$ cat src/rtl/updown_counter_p.sv
// rtl/updown_counter_p.sv - parametrised up/down counter with prescaler, load, wrap/saturate and carry/borrow pulses
module updown_counter_p #(
  parameter int WIDTH    = 8,
  parameter int PRESCALE = 1,
  parameter int MODE     = 0
) (
  input  logic             clk,
  input  logic             rst,
  input  logic             en,
  input  logic             up,
  input  logic             down,
  input  logic             load,
  input  logic [WIDTH-1:0] load_val,
  input  logic [WIDTH-1:0] lim,
  output logic [WIDTH-1:0] count,
  output logic             c_out,
  output logic             b_out,
  output logic             at_lim,
  output logic             at_zero
);

  // A single-bit prescaler is kept even for PRESCALE = 1; it then never leaves 0.
  localparam int PW = (PRESCALE > 1) ? $clog2(PRESCALE) : 1;
  localparam logic [PW-1:0] PSC_LAST = PW'(PRESCALE - 1);

  logic [PW-1:0]    psc_q, psc_d;
  logic [WIDTH-1:0] count_q, count_d;
  logic             c_q, c_d;
  logic             b_q, b_d;
  logic             tick;

  // Next-state: load beats tick beats hold; pulses default low so they last one cycle.
  always_comb begin
    tick    = en & (psc_q == PSC_LAST);
    psc_d   = psc_q;
    count_d = count_q;
    c_d     = 1'b0;
    b_d     = 1'b0;
    if (load) begin
      count_d = (load_val > lim) ? lim : load_val;
      psc_d   = '0;
    end else begin
      if (en) begin
        psc_d = (psc_q == PSC_LAST) ? '0 : psc_q + PW'(1);
      end
      if (tick && up && !down) begin
        // count may exceed lim after lim was lowered; that also counts as overflow
        if (count_q < lim) begin
          count_d = count_q + WIDTH'(1);
        end else begin
          c_d     = 1'b1;
          count_d = (MODE == 1) ? lim : '0;
        end
      end else if (tick && down && !up) begin
        if (count_q != '0) begin
          count_d = count_q - WIDTH'(1);
        end else begin
          b_d     = 1'b1;
          count_d = (MODE == 1) ? '0 : lim;
        end
      end
    end
  end

  // State register with asynchronous clear.
  always_ff @(posedge clk or negedge rst) begin
    if (!rst) begin
      psc_q   <= '0;
      count_q <= '0;
      c_q     <= 1'b0;
      b_q     <= 1'b0;
    end else begin
      psc_q   <= psc_d;
      count_q <= count_d;
      c_q     <= c_d;
      b_q     <= b_d;
    end
  end

  assign count   = count_q;
  assign c_out   = c_q;
  assign b_out   = b_q;
  assign at_lim  = (count_q == lim);
  assign at_zero = (count_q == '0);

endmodule

$ cat config.mk
export PLATFORM = sky130hd
export DESIGN_NAME = updown_counter_p
export DESIGN_NICKNAME = d
export VERILOG_FILES = /design/src/rtl/updown_counter_p.sv
export SDC_FILE = /design/constraint.sdc
export NUM_CORES = 1
export LEC_CHECK = 0
export ABC_AREA = 1
export CORE_MARGIN = 5
export CORE_UTILIZATION = 37
export DETAILED_ROUTE_END_ITERATION = 8
export PLACE_DENSITY = 0.7
export SLEW_MARGIN = 10
export SYNTH_ARGS = -nofsm -noshare
export SYNTH_HDL_FRONTEND = slang
export SYNTH_SLANG_ARGS = --single-unit
$ cat constraint.sdc
create_clock -name clk -period 2.8 [get_ports clk]
set_input_delay 0.28 -clock clk [delete_from_list [all_inputs] [get_ports clk]]
set_output_delay 0.28 -clock clk [all_outputs]
set_load 0.005 [all_outputs]
Word level (Yosys, flattened, before mapping) --
Index checks and enable logic that the tools add are counted.
Cells by class: add/subtract/negate cells 3, order comparisons 2, eq/ne operators 1, mux-type cells 16, bitwise gates (word level) 2, reduce and logical (&&, ||, !) cells 10
Operators by type and width (count):
- $mux W8 | 6
- $mux W1 | 10
- $add A8 B1 Y8 const B | 1
- $eq A8 B8 Y1 | 1
- $gt A8 B8 Y1 | 1
- $logic_not A8 Y1 | 1
- $lt A8 B8 Y1 | 1
- $reduce_bool A8 Y1 | 1
- $sub A8 B1 Y8 const B | 1
- $logic_and A1 B1 Y1 | 4
- $reduce_bool A3 Y1 | 1
- $logic_not A1 Y1 | 2
- $reduce_bool A2 Y1 | 1
- $add A1 B1 Y1 const B | 1
- $and A1 B1 Y1 | 1
- $not A1 Y1 | 1
Storage, ports and cells: flip-flop bits (word level) 11, input bits 22, output and inout bits 12, word-level logic and storage cells 38

Logic depth before layout (Yosys ltp) --
Gate-level depths: netlist of run 1.
depth in word-level cells 7, depth in mapped cells 15, gate-level depth less buffers 15

Least setup slack after synthesis of run 1 --
Ideal clock, no wire load.
path kind reg2reg, start point register count_q[0], in the netlist count[0], end point register count_q[0], in the netlist count[0], setup time 0.124 ns, data arrival time 1.498 ns, data required time 2.676 ns, path slack 1.179 ns, stages on the path, launching flop included 11, buffers on the path 1, period minus slack after synthesis 1.621 ns, cells stage by stage dfrtp_1 inv_1 ha_1 nand2_4 nor2_4 buf_6 nand2_1 o211ai_1 nand2_1 a21oi_1 a21oi_1
On the way: longest elaborated chain between the ends 5, elaborated cells on any way between the ends 9, those cells by class 2 x add/sub; 1 x order compare; 5 x mux; 1 x reduce/logical
RTL lines:
- from (decl) | line 27 | logic [WIDTH-1:0] count_q, count_d;
- from (signal assigned) | line 74 | count_q <= count_d;
- $sub A8 B1 Y8 or $reduce_bool A8 Y1 (tied branches) | line 56, 55
- $mux W8 | line 55 | if (count_q != '0) begin
- $mux W8 | line 54 | end else if (tick && down && !up) begin
- $mux W8 * | line 46 | if (tick && up && !down) begin
- $mux W8 * | line 39 | if (load) begin
Every way passes the cells marked *; elsewhere a longest branch is shown, timed or not. The select of a mux whose other input is x is not followed. A chain may end at the register's enable or synchronous reset.

Final worst setup path of run 1 --
start point register count_q[0], in the netlist count[0], end point output port at_zero
On the way: longest elaborated chain between the ends 1
RTL lines:
- $logic_not A8 Y1 | line 84 | assign at_zero = (count_q == '0);
- to (decl) | line 19 | output logic at_zero
Every way passes these cells.

==> results.ini, run 1 <==
[worst_setup_path]
crit_type=reg2out
slowest_delay_ns=0.55
regToRegStartpoint=count[0]
ff2ff_setup_slack_ns=0.71
r2r_cells=12
cp_cell_sequence=inv_1, ha_1, nand2_4, nor2_4, clkdlybuf4s50_1
cp_max_fo=8
cp_num_buf_inv=2
worstReg2RegEnd=count[2]
critical_path_required_ns=2.52
slowest_stage=clkdlybuf4s50_1
critPathLaunchType=flop
cp-end-kind=primary output
path_delay_family=buffers and inverters
cp.arrival_ns=2.12

[floorplan]
start_util=0.3879
coreArea_mm2=0.004086
pin_count=34
rows=23
die_h_um=75.46
die_area_mm2=0.005693
die_w_um=75.46

[outcome]
status=complete, no violations

[flow_run]
max-cap-violations=0

[timing]
holdWs_ns=0.3635
slew_violations=0
fin_setup_tns_ns=0
clock_skew_ns=0.0009385
max_slew.worst_pin.slew_ns=0.4407
slew_headroom=0.7053
rsz0062_at_grt=no
hold_viol=0
setup_ws_ns=0.3993
fin_crit_sh=0.8574
fmax_mhz=416.5
setup_viol=0
min_period_ns=2.401

[synth]
syn_area_per_cell_um2=6.074
syn_area_mm2=0.001585
yosysWarnings=0
syn_nets=302
syn_inst=261
ys_seq_area_frac=0.1579
synthTopCellsByArea=nand2_1 (22%), dfrtp_1 (16%), ha_1 (15%)
ys_types=24
yosys.area.top_type=nand2_1
synth.top_cell.area_share=0.2249
synth-seq-cells=10

[cells_and_area]
layout-drive-gt1-share=0.07432
antennaDiodeCount=0
areaGrowthSynthToFinish_pct=26.68
nets=338
post-route-cell-area_mm2=0.002008

[routing]
ant_nets=0
wl_mm=4.304
drc=0
drt-initial-drc-count=84
dr.pass1.iters=4
vias=1725
routed_via_density=4.986
post_drt_wl_per_cell_um=12.44

[cts]
hold_buffers=0
post_cts_resized=0
post-cts-setup-buffer-count=0
clockBufferDepth=2
cts_htree_levels=1
cts_root_buffer=clkbuf_8
worstSkewPairLatency_ns=0.23
cts_tree=done
clkTransAtPathRegs_ns=0.05
cts-buffers-inserted=3
cts.sinks=10

[global_route]
grt-ovfl-total=0
grt_use_total=0.1638
antenna_found_initial=0
grt_max_degree=15
grt_pass1_wl_mm=7.383
grt_pass1_vias=1668

[power_and_ir_drop]
pwr_density_cell_mw_per_mm2=454.2
peakVddDrop_mv=0.2234
p_leak_uw=0.001090

[worst_hold_path]
hold_class=in2async

[placed_design]
gp_congestion=0.8802
dp_hpwl_mm=3.534
post-place-ws_ns=0.5037
portBuffers=33
placed_cell_area_mm2=0.001953

==> layout make-up <==
type                            count  area, um2
Fill cell                         438       2078
Multi-Input combinational cell    207       1137
Timing Repair Buffer               37      360.3
Sequential cell                    10      250.2
Inverter                           38      142.6
Tap cell                           50      62.56
Clock buffer                        4      55.05
==> synthesized netlist by cell type, drive strengths merged <==
| master | count |
|---|---|
| dfrtp | 10 |
| o211ai | 1 |
| nor3 | 2 |
| a21o | 1 |
| nand4 | 7 |
| nand2 | 99 |
| buf | 6 |
| nor2 | 22 |
| nand3 | 29 |
| xor2 | 5 |
| ha | 19 |
| o21ai | 4 |
| o21a | 1 |
| inv | 38 |
| a21oi | 17 |
==> logic make-up after synthesis <==
family	Yosys count	share of synthesized area
xor gates and xnor gates	5	0.02762
and+or+nand+nor	159	0.4546
buffers and inverters	44	0.1247
AOI/OAI and AO/OA	24	0.08524
adders and majority gates	19	0.1500
DFF	10	0.1579
==> cells in the final DEF (no fill, tap or decap), types with 3 or more instances in the layout <==
| cell type | netlist | routed |
|---|---|---|
| a21oi_1 | 15 | 15 |
| buf_4 | 0 | 4 |
| clkbuf_8 | 0 | 4 |
| clkdlybuf4s50_1 | 0 | 33 |
| dfrtp_1 | 10 | 10 |
| ha_1 | 19 | 19 |
| inv_1 | 38 | 38 |
| nand2_1 | 95 | 95 |
| nand3_1 | 29 | 29 |
| nand4_1 | 6 | 6 |
| nor2_1 | 15 | 15 |
| nor2_2 | 4 | 4 |
| o21ai_0 | 3 | 3 |
| xor2_1 | 5 | 5 |
==> per-layer routing <==
layer  routed length (um)  vias to the layer above  global-route usage
met1                 1943                      760              0.2181
li1                     -                      902                   -
met2                 2013                       57              0.2761
met4                   40                        0             0.03689
met5                    0                        -                   0
met3                  306                        6             0.02902
==> power by group <==
| part | internal [uW] | switching, uW |
|---|---|---|
| clock network | 123 | 50.6 |
| registers | 169 | 60.0 |
| logic | 220 | 289 |
==> per-stage QoR <==
step	utilization	instances	total power, uW
6_report	0.4914	346	912.1
5_1_grt	0.4914	346	1009
4_1_cts	0.4914	346	921.3
3_5_place_dp	0.4780	342	739.7
3_3_place_gp	0.4780	342	735.0
2_1_floorplan	-	261	562.1
==> sequential cells by signal, indices dropped and copies added (netlist names) <==
register	flops
b_out	1
count	8
c_out	1
==> how the worst max path moves through the flow <==
| stage | from | end | slack, ns | cells past startpoint |
|---|---|---|---|---|
| after detailed placement | lim[3] | at_lim | 0.50 | 8 |
| after floorplan | count[0] | count[0] | 1.18 | 10 |
| final | count[0] | at_zero | 0.40 | 5 |
| after CTS | count[0] | at_zero | 0.40 | 5 |
| after global routing | count[0] | at_zero | 0.32 | 5 |
| after global placement | lim[3] | at_lim | 0.48 | 8 |
(Power assumes the default switching activity.)
==> run 2, diff against run 1 <==
Settings changed: TNS_END_PERCENT set to 10.
==> results of run 2 <==
Final layout, timing and power as in run 1 (identical DEF).
==> run 3, diff against run 2 <==
Settings changed: CORE_UTILIZATION 37 to 56, PLACE_DENSITY 0.7 to 0.95.
==> run 3 against run 2 <==
Compared with the run above:
- register-to-register slack worse by 0.07 ns
- first-iteration DRC count is 45% higher
- cell area is 2.9% lower
- fmax is 4.7% lower
- die area is 30% lower
- critical path depth stayed put
- count of clock-buffer cells in the layout stayed put
- non-clock buffer count is 2 lower
- combinational power is 3% lower
==> results.ini, run 3 (synthesized netlist as in run 1, its figures left out) <==
[placed_design]
portBuffers=33
gp_congestion=0.8950
dp_cells=321
dp_hpwl_mm=3.488

[worst_setup_path]
cp-end-kind=primary output
cp_max_fo=13
critical_path_required_ns=2.52
cp.arrival_ns=2.24
r2r_cells=12
critPathLaunchType=flop
regToRegStartpoint=count[0]
crit_type=reg2out
worstReg2RegEnd=count[6]
ff2ff_setup_slack_ns=0.64

[floorplan]
pin_count=34
die_h_um=63.21
coreArea_mm2=0.002734
start_util=0.5799
rows=19
die_area_mm2=0.003995
die_w_um=63.21

[routing]
drc=0
post_drt_wl_per_cell_um=13.29
vias=1818
drt-initial-drc-count=122
routed_via_density=5.594
dr.pass1.iters=4
wl_mm=4.320
ant_nets=0

[timing]
max_slew.worst_pin.slew_ns=0.5162
slew_headroom=0.6559
hold_viol=0
slew_violations=0
min_period_ns=2.519
setup_viol=0
clock_skew_ns=0.002572
fin_setup_tns_ns=0
fmax_mhz=396.9
fin_crit_sh=0.8997
rsz0062_at_grt=no

[power_and_ir_drop]
power_uw=864.6
pwr_density_cell_mw_per_mm2=443.2
p_leak_uw=0.001072
peakVddDrop_mv=0.4065

[cts]
cts_htree_levels=1
post-cts-setup-buffer-count=0
clockBufferDepth=2
cts.sinks=10
cts-buffers-inserted=3
cts_tree=done
hold_buffers=0
cts_root_buffer=clkbuf_4
worstSkewPairLatency_ns=0.26
post_cts_resized=0
clkTransAtPathRegs_ns=0.06

[global_route]
grt_use_total=0.2119
grt-ovfl-total=0
grt_pass1_wl_mm=6.989
gr-usage-met1=0.2288
antenna_found_initial=0
use_met3=0.04263
grt_pass1_vias=1721
grt_max_degree=15
grt_most_used_layer=met2
use_met2=0.3923

[cells_and_area]
mostFrequentLayoutCells=nand2_1 (95), inv_1 (38), clkdlybuf4s50_1 (33)
antennaDiodeCount=0
largest_reg_flops=8
final_common_cell=nand2_1
layout-drive-gt1-share=0.06803
fin_cells=325
nets=336
areaGrowthSynthToFinish_pct=23.05

[worst_hold_path]
hold_class=in2async

[outcome]
status=complete, no violations

[flow_run]
max-cap-violations=0

==> run 3: cell types whose count changed in the layout (fill, tap and decap cells not counted), sizes merged <==
cell	change
buf	-2
==> run 3: cell type report <==
type / count / area, um2
Clock buffer: 4 / 36.28
Fill cell: 237 / 783.3
Inverter: 38 / 142.6
Multi-Input combinational cell: 207 / 1137
Sequential cell: 10 / 250.2
Tap cell: 31 / 38.79
Timing Repair Buffer: 35 / 345.3
==> run 3: per-stage QoR <==
| step | setup WS [ns] | instance area (um2) | utilization | hold WS (ns) |
|---|---|---|---|---|
| 6_report | 0.2808 | 1951 | 0.7135 | 0.3133 |
| 5_1_grt | 0.2077 | 1951 | 0.7135 | 0.3333 |
| 4_1_cts | 0.2999 | 1951 | 0.7135 | 0.3203 |
| 3_5_place_dp | 0.4516 | 1914 | 0.7002 | 0.6087 |
| 3_3_place_gp | 0.5340 | 1914 | 0.7002 | 0.6111 |
| 2_1_floorplan | 1.179 | 1585 | - | -0.01559 |
==> run 3: how the worst max path moves through the flow <==
| stage | start | to | slack [ns] | cells after the start |
|---|---|---|---|---|
| final | count[0] | at_zero | 0.28 | 5 |
| after CTS | count[0] | at_zero | 0.30 | 5 |
| after global placement | lim[3] | at_lim | 0.53 | 8 |
| after global routing | count[0] | at_zero | 0.21 | 5 |
| after floorplan | count[0] | count[0] | 1.18 | 10 |
| after detailed placement | lim[3] | at_lim | 0.45 | 8 |
==> run 3: metal layers <==
| layer | vias up | share of wire |
|---|---|---|
| met5 | - | 0 |
| met4 | 0 | 0.020 |
| met3 | 12 | 0.075 |
| met2 | 80 | 0.50 |
| met1 | 827 | 0.40 |
| li1 | 899 | - |
==> run 3: report_power, final <==
group          internal [uW]  leakage, uW  switching [uW]  total (uW)
Combinational            218     0.000926             277         495
Clock                   78.9    0.0000210            47.9         127
Sequential               168     0.000125            74.0         242
==> run 3: critical path: stages (launching register included) <==
cell and delay [ns]:
dfrtp_1 0.49, inv_1 0.30, ha_1 0.25, nand2_4 0.06, nor2_4 0.30, clkdlybuf4s50_1 0.57
